**config.mk**
```make
export PLATFORM = sky130hd
export DESIGN_NAME = render_job_scheduler
export DESIGN_NICKNAME = d
export VERILOG_FILES = /design/src/rtl/render_job_scheduler.sv
export SDC_FILE = /design/constraint.sdc
export NUM_CORES = 1
export LEC_CHECK = 0
export CORE_MARGIN = 3
export CORE_UTILIZATION = 49
export DETAILED_ROUTE_END_ITERATION = 10
export PLACE_DENSITY_LB_ADDON = 0.05
export SLEW_MARGIN = 10
export SYNTH_ARGS = -nofsm -noshare
export SYNTH_HDL_FRONTEND = slang
export SYNTH_SLANG_ARGS = --single-unit
```
**constraint.sdc**
```tcl
create_clock -name clk_in -period 4 [get_ports clk_in]
set_input_delay 1 -clock clk_in [delete_from_list [all_inputs] [get_ports clk_in]]
set_output_delay 1 -clock clk_in [all_outputs]
set_load 0.02 [all_outputs]
```
**src/rtl/render_job_scheduler.sv**
```systemverilog
// Frame job scheduler: walks every pixel of a WIDTH x HEIGHT frame, deals jobs round-robin to the
// renderer cores and funnels their results through a round-robin arbiter onto one framebuffer port.
module render_job_scheduler #(
  parameter int WIDTH     = 320,
  parameter int HEIGHT    = 180,
  parameter int NUM_CORES = 2,
  parameter int ADDR_W    = 16
) (
  input  logic                          clk_in,
  input  logic                          rst_in,
  input  logic                          start_in,
  output logic                          busy_out,
  output logic                          done_out,
  output logic [NUM_CORES-1:0]          job_valid_out,
  input  logic [NUM_CORES-1:0]          job_ready_in,
  output logic [8:0]                    job_x_out,
  output logic [7:0]                    job_y_out,
  output logic [ADDR_W-1:0]             job_addr_out,
  input  logic [NUM_CORES-1:0]          res_valid_in,
  output logic [NUM_CORES-1:0]          res_ready_out,
  input  logic [NUM_CORES*ADDR_W-1:0]   res_addr_in,
  input  logic [NUM_CORES*8-1:0]        res_color_in,
  output logic                          fb_we_out,
  output logic [ADDR_W-1:0]             fb_addr_out,
  output logic [7:0]                    fb_data_out,
  output logic [1:0]                    state_dbg
);

  // Valid/ready: a transfer happens on a rising clk_in edge where both valid and ready are high;
  // an offer, once raised, keeps its target core and payload unchanged until that transfer.

  localparam int PTR_W = (NUM_CORES > 1) ? $clog2(NUM_CORES) : 1;
  localparam int CNT_W = ADDR_W + 1;
  localparam logic [CNT_W-1:0] TOTAL     = CNT_W'(WIDTH * HEIGHT);
  localparam logic [CNT_W-1:0] TOTAL_M1  = CNT_W'(WIDTH * HEIGHT - 1);
  localparam logic [PTR_W-1:0] LAST_CORE = PTR_W'(NUM_CORES - 1);
  localparam logic [8:0]       LAST_X    = 9'(WIDTH - 1);

  typedef enum logic [1:0] {
    S_IDLE     = 2'd0,
    S_DISPATCH = 2'd1,
    S_DRAIN    = 2'd2,
    S_DONE     = 2'd3
  } state_t;

  state_t state, state_nxt;

  logic [8:0]        x_q;
  logic [7:0]        y_q;
  logic [ADDR_W-1:0] addr_q;
  logic [CNT_W-1:0]  issued_q, retired_q;
  logic [PTR_W-1:0]  dptr_q, rptr_q;

  logic              active, job_fire, last_job, frame_retired;
  logic              grant_any;
  logic [PTR_W-1:0]  grant_idx, cand;
  logic [NUM_CORES-1:0] grant;

  assign active        = (state == S_DISPATCH) || (state == S_DRAIN);
  assign job_fire      = (state == S_DISPATCH) && job_ready_in[dptr_q];
  assign last_job      = (issued_q == TOTAL_M1);
  // The final grant moves straight to DONE so done_out lines up with the last framebuffer write.
  assign frame_retired = (retired_q == TOTAL) || (grant_any && (retired_q == TOTAL_M1));

  always_comb begin
    grant     = '0;
    grant_idx = '0;
    grant_any = 1'b0;
    cand      = '0;
    if (active) begin
      for (int k = 0; k < NUM_CORES; k++) begin
        cand = PTR_W'((int'(rptr_q) + k) % NUM_CORES);
        if (!grant_any && res_valid_in[cand]) begin
          grant_any = 1'b1;
          grant_idx = cand;
        end
      end
      if (grant_any) grant[grant_idx] = 1'b1;
    end
  end

  always_comb begin
    state_nxt = state;
    case (state)
      S_IDLE:     if (start_in) state_nxt = S_DISPATCH;
      S_DISPATCH: if (job_fire && last_job) state_nxt = S_DRAIN;
      S_DRAIN:    if (frame_retired) state_nxt = S_DONE;
      S_DONE:     state_nxt = S_IDLE;
      default:    state_nxt = S_IDLE;
    endcase
  end

  always_comb begin
    job_valid_out = '0;
    if (state == S_DISPATCH) job_valid_out[dptr_q] = 1'b1;
  end

  assign busy_out      = active;
  assign done_out      = (state == S_DONE);
  assign res_ready_out = grant;
  assign job_x_out     = x_q;
  assign job_y_out     = y_q;
  assign job_addr_out  = addr_q;
  assign state_dbg     = state;

  always_ff @(posedge clk_in or posedge rst_in) begin
    if (rst_in) begin
      state       <= S_IDLE;
      x_q         <= '0;
      y_q         <= '0;
      addr_q      <= '0;
      issued_q    <= '0;
      retired_q   <= '0;
      dptr_q      <= '0;
      rptr_q      <= '0;
      fb_we_out   <= 1'b0;
      fb_addr_out <= '0;
      fb_data_out <= '0;
    end else begin
      state <= state_nxt;
      if (state == S_IDLE && start_in) begin
        x_q       <= '0;
        y_q       <= '0;
        addr_q    <= '0;
        issued_q  <= '0;
        retired_q <= '0;
        dptr_q    <= '0;
        rptr_q    <= '0;
      end else begin
        if (job_fire) begin
          issued_q <= issued_q + 1'b1;
          addr_q   <= addr_q + 1'b1;
          dptr_q   <= (dptr_q == LAST_CORE) ? '0 : dptr_q + 1'b1;
          if (x_q == LAST_X) begin
            x_q <= '0;
            y_q <= y_q + 1'b1;
          end else begin
            x_q <= x_q + 1'b1;
          end
        end
        if (grant_any) begin
          retired_q <= retired_q + 1'b1;
          rptr_q    <= (grant_idx == LAST_CORE) ? '0 : grant_idx + 1'b1;
        end
      end
      fb_we_out <= grant_any;
      if (grant_any) begin
        fb_addr_out <= res_addr_in[int'(grant_idx)*ADDR_W +: ADDR_W];
        fb_data_out <= res_color_in[int'(grant_idx)*8 +: 8];
      end
    end
  end

endmodule
```
==> run_results.csv <==
group,metric,value,unit
synthesis,synth_ff_type,"dfrtp_1",
clock_tree,clk_latency,360,ps
routing,wl_per_cell,14.5,um
outcome,status,"complete, no violations",
clock_tree,root_buffer,"clkbuf_8",
timing,tns,0,ps
routing,top_layer,"met4",
synthesis,synth.distinct_cells,44,
setup_path,worstPathCellList,"clkdlybuf4s50_1 -> nand2_1 -> a21oi_2 -> clkdlybuf4s50_1",
synthesis,synthArstFlopShare,100,%
grt,grt_overflow,0,
final_layout,num_antenna_cells,0,
setup_path,start_kind,"input pin",
grt,grt_max_degree,65,
timing,setup_violations,0,
setup_path,worstRegToRegCells,7,
synthesis,syn_nets,591,
clock_tree,clock-sinks,96,
place,portBuffers,120,
routing,drt-total-wl,11300,um
routing,dr_total_vias,4066,
setup_path,crit_top_cell,"clkdlybuf4s50_1",
timing,rsz0062_at_grt,"no",
setup_path,worstPathArrival,2470,ps
setup_path,cp_max_fo,5,
synthesis,yosysSeqAreaShare,50.1,%
power_and_ir_drop,clock_power_share,16.8,%
floorplan,core,9370,um2
timing,clock.fmax,289,MHz
synthesis,synth_edf_count,0,
power_and_ir_drop,ir_drop,499,uV
synthesis,yosysMostFrequentCell,"dfrtp_1",
setup_path,worst-path-buf-inv,2,
setup_path,crit_required,3000,ps
timing,slew_headroom,51.7,%
routing,firstDrtPassIters,4,
grt,grt_use_total,21.1,%
routing,drc,0,
synthesis,ys_top_cells_by_count,"dfrtp_1, nor2_1, nand2_1",
synthesis,synth_top_area_share,50.1,%
routing,wl_met1,4860,um
setup_path,crit_family,"buffers and inverters",
synthesis,syn_area,4790,um2
final_layout,layout-drive-gt1-share,6.02,%
timing,timing.final.crit_share,86.6,%
hold_path,whs_path_depth,2,
power_and_ir_drop,p_leak,2.69,nW
floorplan,rows,35,
grt,grt_pass1_wl,19000,um
setup_path,critPathSlowestCell,"clkdlybuf4s50_1",
clock_tree,htree_num_levels,3,
setup_path,critical_path_class,"in2out",
floorplan,die_x,105,um
grt,antenna_found_initial,0,
synthesis,synth_area_leaders,"dfrtp_1, nor2_1, xnor2_1",
place,dp_hpwl,8230,um
run,cap_violations,0,
power_and_ir_drop,switching_share,40.6,%
clock_tree,clk_path_buf_depth,2,
routing,ant_nets,0,
power_and_ir_drop,powerDensity,566,nW/um2
power_and_ir_drop,pwr-share-seq,36.8,%
clock_tree,clkTransAtPathRegs,80,ps
power_and_ir_drop,switching_power,1.46,mW
routing,viasPerCell,5.23,
synthesis,synth.avg_cell_area,9.13,um2
clock_tree,hold_buffers,0,
timing,clock_skew,16.1,ps
power_and_ir_drop,pwr-share-comb,46.4,%
floorplan,io_pins,121,
power_and_ir_drop,power,3.59,mW
clock_tree,cts_resized,0,
setup_path,worstSetupPathDepth,4,
clock_tree,cts_tree,"built",
timing,tightest_slew,724,ps
timing,fin_crit,3470,ps
final_layout,fin_nets,709,
synthesis,synth_warnings,0,
grt,grt_pass1_vias,3936,
clock_tree,cts_buffers,9,
synthesis,synth_area_leader_cell,"dfrtp_1",
floorplan,die_area,11000,um2
setup_path,max_stage_delay,650,ps
routing,wl_met3,740,um
timing,report.final.hold_viol_count,0,
clock_tree,post-cts-setup-buffers,0,
timing,drv_slew,0,
routing,wl_met2,5510,um
synthesis,ys_ff_latch,96,
routing,dr.first_iter.drc_count,122,
hold_path,hold_class,"reg2reg",
synthesis,postSynthCellCount,525,
floorplan,die_h,105,um
final_layout,area_growth_syn_to_layout,32.3,%
setup_path,critPathCaptureType,"output pin",
power_and_ir_drop,internal_power,2.13,mW
place,gp_congestion,0.777,
setup_path,r2r_slack,1530,ps
floorplan,initial_core_util,51.1,%
-- cells in the final DEF, fill, tap and decap left out, types with 2 or more instances in the layout --
cell type,Yosys,final
nor3b_1,2,2
ha_1,11,11
clkdlybuf4s50_1,0,120
nor4_1,5,5
a31oi_1,2,2
nand3_1,17,17
buf_4,0,7
o21ai_0,40,40
clkinv_2,0,2
inv_6,0,2
a211oi_1,2,2
nor2b_1,6,6
clkbuf_8,0,11
dfrtp_1,96,96
a21o_1,2,2
and3_1,7,7
and2_1,7,6
nor3_1,16,16
or3_1,10,10
and4_1,3,3
o21ai_2,2,2
nand4_1,10,10
nand2_1,64,64
a21oi_1,45,43
inv_1,14,13
nor2_1,79,79
xnor2_1,28,28
xor2_1,19,19
a21oi_2,0,2
-- power groups by stage --
stage / clock network [mW] / logic [mW] / registers (mW)
6_report: 0.605 / 1.67 / 1.32
5_1_grt: 0.664 / 1.83 / 1.35
4_1_cts: 0.624 / 1.69 / 1.32
3_5_place_dp: 0 / 1.68 / 1.34
3_3_place_gp: 0 / 1.66 / 1.33
2_1_floorplan: 0 / 0.795 / 1.52
-- layer usage --
layer / up-vias / track usage [%]
li1: 2019 / -
met1: 1924 / 26.7
met2: 108 / 35.4
met3: 15 / 5.87
met4: 0 / 5.81
met5: - / 0
-- worst paths after layout --
check                                start          endpoint
setup reg to reg              state_dbg[0]      state_dbg[1]
setup / recovery           res_valid_in[0]  res_ready_out[0]
min in group asynchronous           rst_in    fb_addr_out[9]
hold reg to reg            fb_addr_out[10]   fb_addr_out[10]
max in group asynchronous           rst_in     retired_q[12]
hold / removal             fb_addr_out[10]   fb_addr_out[10]
-- worst register-to-register path, cell delays in order (launching register included) --
cell and delay (ps):
dfrtp_1 430, inv_1 110, ha_1 460, o2111ai_1 310, nor3_4 320, nand2b_1 110
a221oi_2 290, mux2_1 350
-- stage by stage --
step | worst slack, ps | cells | utilization (%) | cell area, um2 | hold WS [ps]
2_1_floorplan | 495 | 525 | - | 4790 | 505
3_3_place_gp | 541 | 761 | 65.6 | 6150 | 460
3_5_place_dp | 546 | 761 | 65.6 | 6150 | 470
4_1_cts | 531 | 777 | 67.7 | 6340 | 492
5_1_grt | 493 | 777 | 67.7 | 6340 | 518
6_report | 535 | 777 | 67.7 | 6340 | 483
-- cell families (layout without fill, tap and decap cells) --
logic type	Yosys count	count (layout)	synth area share [%]
compound gates	100	100	11.5
xor+xnor	47	47	8.59
fa+ha+maj	11	11	2.87
buf+inv	35	158	2.87
flops	96	96	50.1
mux	3	3	0.783
simple gates	233	233	23.2
-- state kept, by name (all words and copies together) (netlist names) --
register	count
dptr_q	1
fb_addr_out	16
fb_data_out	8
fb_we_out	1
issued_q	17
job_addr_out	16
job_x_out	9
job_y_out	8
retired_q	17
rptr_q	1
state_dbg	2
-- layout make-up --
class	count	area, um2
Sequential cell	96	2400
Tap cell	129	161
Clock inverter	5	38.8
Timing Repair Buffer	128	1270
Fill cell	825	3030
Clock buffer	11	151
Inverter	14	53.8
Multi-Input combinational cell	394	2260
Power figures use the tool's default switching activity.
